### src/rtl/de_pkg.sv
// Shared types and widths for the die-roll datapath.
// Die-type index wrap helper lives here so every user agrees on the modulus.
package de_pkg;

    localparam int LARG_VAL = 7;
    localparam int LARG_ID  = 3;
    localparam int NB_DES   = 8;

    typedef enum logic [1:0] {
        ATTENTE  = 2'd0,
        ROULE    = 2'd1,
        RESULTAT = 2'd2
    } etat_t;

    function automatic logic [LARG_ID-1:0] id_suivant(input logic [LARG_ID-1:0] id);
        return (id == LARG_ID'(NB_DES - 1)) ? '0 : id + LARG_ID'(1);
    endfunction

endpackage

### src/rtl/detect_front.sv
// Two-flop synchroniser for a raw push-button followed by a rising-edge detector.
// The pulse is high for exactly one cycle per press, however long the level is held.
module detect_front (
    input  logic clk,
    input  logic rst_n,
    input  logic bouton,
    output logic impulsion
);

    logic sync1;
    logic sync2;
    logic precedent;

    always_ff @(posedge clk or negedge rst_n) begin
        if (!rst_n) begin
            sync1     <= 1'b0;
            sync2     <= 1'b0;
            precedent <= 1'b0;
        end else begin
            sync1     <= bouton;
            sync2     <= sync1;
            precedent <= sync2;
        end
    end

    assign impulsion = sync2 & ~precedent;

endmodule

### src/rtl/controleur_lancer_de.sv
// Roll controller: owns the die-type index, runs a free wheel within [min_de, max_de],
// animates the display for ANIM_CYCLES cycles and latches the last wheel value as result.
module controleur_lancer_de
    import de_pkg::*;
#(
    parameter int ANIM_CYCLES = 50_000_000,
    parameter int STEP        = 2_500_000
) (
    input  logic                clk,
    input  logic                rst_n,
    input  logic                suivant,
    input  logic                lancer,
    input  logic [LARG_VAL-1:0] min_de,
    input  logic [LARG_VAL-1:0] max_de,
    output logic [LARG_ID-1:0]  id_de,
    output logic [LARG_VAL-1:0] affichage,
    output logic                roulement,
    output logic                valide
);

    localparam int AW = $clog2(ANIM_CYCLES);
    localparam int SW = (STEP > 1) ? $clog2(STEP) : 1;
    localparam logic [AW-1:0] ANIM_FIN = AW'(ANIM_CYCLES - 1);
    localparam logic [SW-1:0] STEP_FIN = SW'(STEP - 1);

    // Handshake note: buttons carry no valid/ready pair; each synchronised press is a
    // one-cycle pulse consumed on the edge it is seen, or dropped if the state ignores it.
    logic p_suivant;
    logic p_lancer;

    detect_front u_front_suivant (
        .clk       (clk),
        .rst_n     (rst_n),
        .bouton    (suivant),
        .impulsion (p_suivant)
    );

    detect_front u_front_lancer (
        .clk       (clk),
        .rst_n     (rst_n),
        .bouton    (lancer),
        .impulsion (p_lancer)
    );

    etat_t etat;
    etat_t etat_suiv;

    logic [LARG_VAL-1:0] roue;
    logic [LARG_VAL-1:0] roue_suiv;
    logic [AW-1:0]       cpt_anim;
    logic [SW-1:0]       cpt_step;
    logic                fin_anim;

    assign fin_anim = (cpt_anim == ANIM_FIN);

    // Out-of-range or degenerate bounds snap the wheel back to min_de.
    always_comb begin
        roue_suiv = roue + LARG_VAL'(1);
        if ((min_de > max_de) || (roue < min_de) || (roue >= max_de)) begin
            roue_suiv = min_de;
        end
    end

    always_ff @(posedge clk or negedge rst_n) begin
        if (!rst_n) begin
            roue <= '0;
        end else begin
            roue <= roue_suiv;
        end
    end

    always_ff @(posedge clk or negedge rst_n) begin
        if (!rst_n) begin
            etat <= ATTENTE;
        end else begin
            etat <= etat_suiv;
        end
    end

    // Roll request wins over die change when both pulses coincide.
    always_comb begin
        etat_suiv = etat;
        case (etat)
            ATTENTE: begin
                if (p_lancer) begin
                    etat_suiv = ROULE;
                end
            end
            ROULE: begin
                if (fin_anim) begin
                    etat_suiv = RESULTAT;
                end
            end
            RESULTAT: begin
                if (p_lancer) begin
                    etat_suiv = ROULE;
                end else if (p_suivant) begin
                    etat_suiv = ATTENTE;
                end
            end
            default: etat_suiv = ATTENTE;
        endcase
    end

    always_ff @(posedge clk or negedge rst_n) begin
        if (!rst_n) begin
            id_de     <= '0;
            affichage <= '0;
            roulement <= 1'b0;
            valide    <= 1'b0;
            cpt_anim  <= '0;
            cpt_step  <= '0;
        end else begin
            case (etat)
                ATTENTE: begin
                    affichage <= min_de;
                    valide    <= 1'b0;
                    if (p_lancer) begin
                        roulement <= 1'b1;
                        cpt_anim  <= '0;
                        cpt_step  <= '0;
                    end else if (p_suivant) begin
                        id_de <= id_suivant(id_de);
                    end
                end
                ROULE: begin
                    if (fin_anim) begin
                        affichage <= roue;
                        valide    <= 1'b1;
                        roulement <= 1'b0;
                    end else begin
                        if (cpt_step == '0) begin
                            affichage <= roue;
                        end
                        cpt_step <= (cpt_step == STEP_FIN) ? '0 : cpt_step + SW'(1);
                        cpt_anim <= cpt_anim + AW'(1);
                    end
                end
                RESULTAT: begin
                    if (p_lancer) begin
                        valide    <= 1'b0;
                        roulement <= 1'b1;
                        cpt_anim  <= '0;
                        cpt_step  <= '0;
                    end else if (p_suivant) begin
                        id_de  <= id_suivant(id_de);
                        valide <= 1'b0;
                    end
                end
                default: begin
                    roulement <= 1'b0;
                    valide    <= 1'b0;
                end
            endcase
        end
    end

endmodule

### config.mk
export PLATFORM = sky130hd
export DESIGN_NAME = controleur_lancer_de
export DESIGN_NICKNAME = d
export VERILOG_FILES = /design/src/rtl/de_pkg.sv /design/src/rtl/detect_front.sv /design/src/rtl/controleur_lancer_de.sv
export SDC_FILE = /design/constraint.sdc
export NUM_CORES = 1
export LEC_CHECK = 0
export ABC_AREA = 1
export CAP_MARGIN = 15
export CORE_ASPECT_RATIO = 1.1
export CORE_MARGIN = 2
export CORE_UTILIZATION = 65
export CTS_BUF_LIST = sky130_fd_sc_hd__clkbuf_4 sky130_fd_sc_hd__clkbuf_8
export DETAILED_ROUTE_END_ITERATION = 10
export PLACE_DENSITY_LB_ADDON = 0.08
export RECOVER_POWER = 100
export SYNTH_ARGS = -nofsm -noshare
export SYNTH_HDL_FRONTEND = slang
export SYNTH_SLANG_ARGS = --single-unit
### constraint.sdc
create_clock -name clk -period 3.7 [get_ports clk]
set_input_delay 0.555 -clock clk [delete_from_list [all_inputs] [get_ports clk]]
set_output_delay 0.555 -clock clk [all_outputs]
set_load 0.01 [all_outputs]
==> flow_metrics.py <==
metrics = {
    "synth": {
        "syn_nets": 779,
        "synthFlopType": "dfrtp_1",
        "synth_top_cell_by_area": "dfrtp_1",
        "synthCells": 735,
        "avgSynthCellArea_sq_um": 6.908,
        "ys_types": 28,
        "netlist_area_sq_mm": 0.005077,
        "synth_commonest_cells": "nand2_1 (230), nor2_1 (95), inv_1 (80)",
        "yosysWarningCount": 0,
        "synthArstFlopShare": 1.000,
        "yosysTopAreaCellShare": 0.3696,
        "synth_edf_count": 0,
        "ys_seq_elements": 75,
        "ys_seq_area_frac": 0.3696,
        "synthTopCellsByArea": "dfrtp_1 (37%), nand2_1 (17%), nand3_1 (7.5%)",
        "yosysMostFrequentCell": "nand2_1",
    },
    "routing": {
        "routed-via-count": 4846,
        "wl_per_cell_microns": 13.95,
        "drc": 0,
        "firstDrtPassIters": 5,
        "ant_nets": 0,
        "routed_wl_microns": 12100,
        "initialDrtViolationCount": 391,
        "vias_per_cell": 5.589,
    },
    "flow_run": {
        "maxCapViolCount": 2,
    },
    "clock_tree": {
        "root_buffer": "clkbuf_8",
        "cts_tree": "built",
        "cts_hold_buf": 0,
        "cts_sinks": 75,
        "clkTransAtPathRegs_ns": 0.09,
        "numCtsBuffers": 9,
        "clk_latency_ns": 0.37,
        "cts_setup_buffers": 0,
        "cts_resized": 0,
        "cts_buffer_depth": 2,
        "cts_max_level": 3,
    },
    "placed_design": {
        "placed_area_sq_mm": 0.005381,
        "gp_routability_congestion": 0.9019,
        "dp_slack_ns": 1.000,
        "hpwl_microns": 8461,
        "io_buffers": 29,
    },
    "setup_path": {
        "path_class": "flip-flop to flip-flop",
        "path_delay_family": "simple AND/OR/NAND/NOR gates",
        "end_kind": "flip-flop",
        "crit_arrival_ns": 3.16,
        "cp_data_required_time_ns": 3.99,
        "critical_path.cell_chain": "inv_1, nor2_1, nand2_4, nand2_4, nand4_1, nand2_1",
        "rr_startpoint": "etat[0]$_DFFE_PN0P_",
        "rr_worst_depth": 6,
        "cpMostUsedCell": "nand2_4",
        "critPathSlowestCell": "nor2_1",
        "crit_fanout": 61,
        "slowest_delay_ns": 0.80,
        "cp-start-kind": "flip-flop",
        "r2r_slack_ns": 0.82,
        "worst-path-buf-inv": 1,
        "timing.rr.end": "cpt_anim[23]$_DFFE_PN0P_",
    },
    "die": {
        "dieArea_sq_mm": 0.008535,
        "start_util": 0.6757,
        "die-height_microns": 96.70,
        "die_w_microns": 88.27,
        "core_sq_mm": 0.007515,
        "ios": 30,
        "num_rows": 33,
    },
    "sta": {
        "setup_slack_ns": 0.8234,
        "hold_violations": 0,
        "setup_viol": 0,
        "finalCriticalPeriod_ns": 2.877,
        "fin_setup_tns_ns": 0,
        "max_freq_ghz": 0.3476,
        "rsz0062_at_grt": "false",
        "fin_worst_skew_ns": 0.01387,
        "slew_headroom": -0.2244,
        "tightestPinTransition_ns": 1.837,
        "fin_crit_sh": 0.7775,
        "drv_slew": 110,
    },
    "power_and_ir_drop": {
        "total_power_mw": 2.820,
        "p_leak_nw": 2.703,
        "ir_worst_vdd_mv": 0.4106,
        "powerDensity_mw_per_mm2": 505.8,
    },
    "outcome": {
        "violations": "max-capacitance violations, max-slew violations",
        "outcome": "finished, violations left",
    },
    "layout": {
        "area_growth_pct": 9.808,
        "nets": 801,
        "layout-drive-gt1-share": 0.04199,
        "nFillCells": 628,
        "antenna_cells": 0,
        "stdcell_area_sq_mm": 0.005575,
    },
    "global_routing": {
        "track_usage": 0.3049,
        "grt_start_max_net_pins": 76,
        "grt-ovfl-total": 0,
        "grt_first_pass_wirelength_microns": 21000,
        "grt_pass1_vias": 4760,
        "antenna_found_initial": 0,
    },
    "hold_path": {
        "min_from": "u_front_suivant.sync1$_DFF_PN0_",
        "whs_path_depth": 0,
        "min_path_type": "flip-flop to flip-flop",
        "worstHoldEndpoint": "u_front_suivant.sync2$_DFF_PN0_",
    },
}
-- metrics by stage --
stage               hold WS (ns)  utilization  std cells
floorplan                 0.2594            -        735
global placement          0.3323       0.7161        851
detailed placement        0.3373       0.7161        851
CTS                       0.3580       0.7438        867
global route              0.3610       0.7419        867
finish                    0.3566       0.7419        867
-- power breakdown --
group	internal (mW)	total, mW	switching (mW)
sequential	0.956	1.08	0.124
clock	0.323	0.675	0.352
combinational	0.341	1.06	0.724
total	1.62	2.82	1.20
-- worst max path at each step --
stage | startpoint | slack (ns) | end | cells after the start
floorplan | max_de[2] | 1.73 | roue[0]$_DFF_PN0_ | 10
global placement | max_de[2] | 1.08 | roue[0]$_DFF_PN0_ | 11
detailed placement | max_de[2] | 1.00 | roue[4]$_DFF_PN0_ | 11
CTS | cpt_anim[0]$_DFFE_PN0P_ | 1.22 | cpt_step[21]$_DFFE_PN0P_ | 12
global route | etat[0]$_DFFE_PN0P_ | 0.58 | cpt_anim[23]$_DFFE_PN0P_ | 6
finish | etat[0]$_DFFE_PN0P_ | 0.82 | cpt_anim[23]$_DFFE_PN0P_ | 6
-- layer usage --
metal  vias to the layer above  track usage  share of wire
met5                         -            0              0
met4                         0      0.09207          0.019
met3                        25      0.06399          0.056
met2                       161       0.4945           0.49
met1                      2243       0.4079           0.44
li1                       2417            -              -
-- cells by family after synthesis --
logic type / after synthesis / share of synthesized area
AOI/OAI and AO/OA: 48 / 0.04928
xor gates and xnor gates: 20 / 0.03450
adders and majority gates: 26 / 0.06407
buffers and inverters: 101 / 0.08551
DFF: 75 / 0.3696
and+or+nand+nor: 465 / 0.3970
-- layout make-up --
type                            instances  area (sq um)  area share
Multi-Input combinational cell        559          2759      0.4948
Clock inverter                          7         83.83     0.01504
Timing Repair Buffer                   31         296.5     0.05319
Clock buffer                            9         123.9     0.02222
Inverter                               81         304.0     0.05453
Tap cell                              105         131.4     0.02356
Sequential cell                        75          1877      0.3366
-- flip-flops by register name (all words and copies together), names as in the netlist, 2 cells and up --
register / count
affichage: 7
cpt_step: 22
etat: 2
cpt_anim: 26
roue: 7
id_de: 3
-- cells in the final DEF, fill, tap and decap left out, types with 3 or more instances in the layout --
cell type,n
a21oi_1,13
clkbuf_8,9
clkdlybuf4s50_1,13
dfrtp_1,75
dlygate4sd3_1,15
ha_1,26
inv_1,80
nand2_1,230
nand2_2,3
nand3_1,77
nand4_1,42
nor2_1,96
nor2_2,4
nor3_1,4
o21ai_0,31
or2_2,4
xor2_1,18
Power figures use the tool's default switching activity.
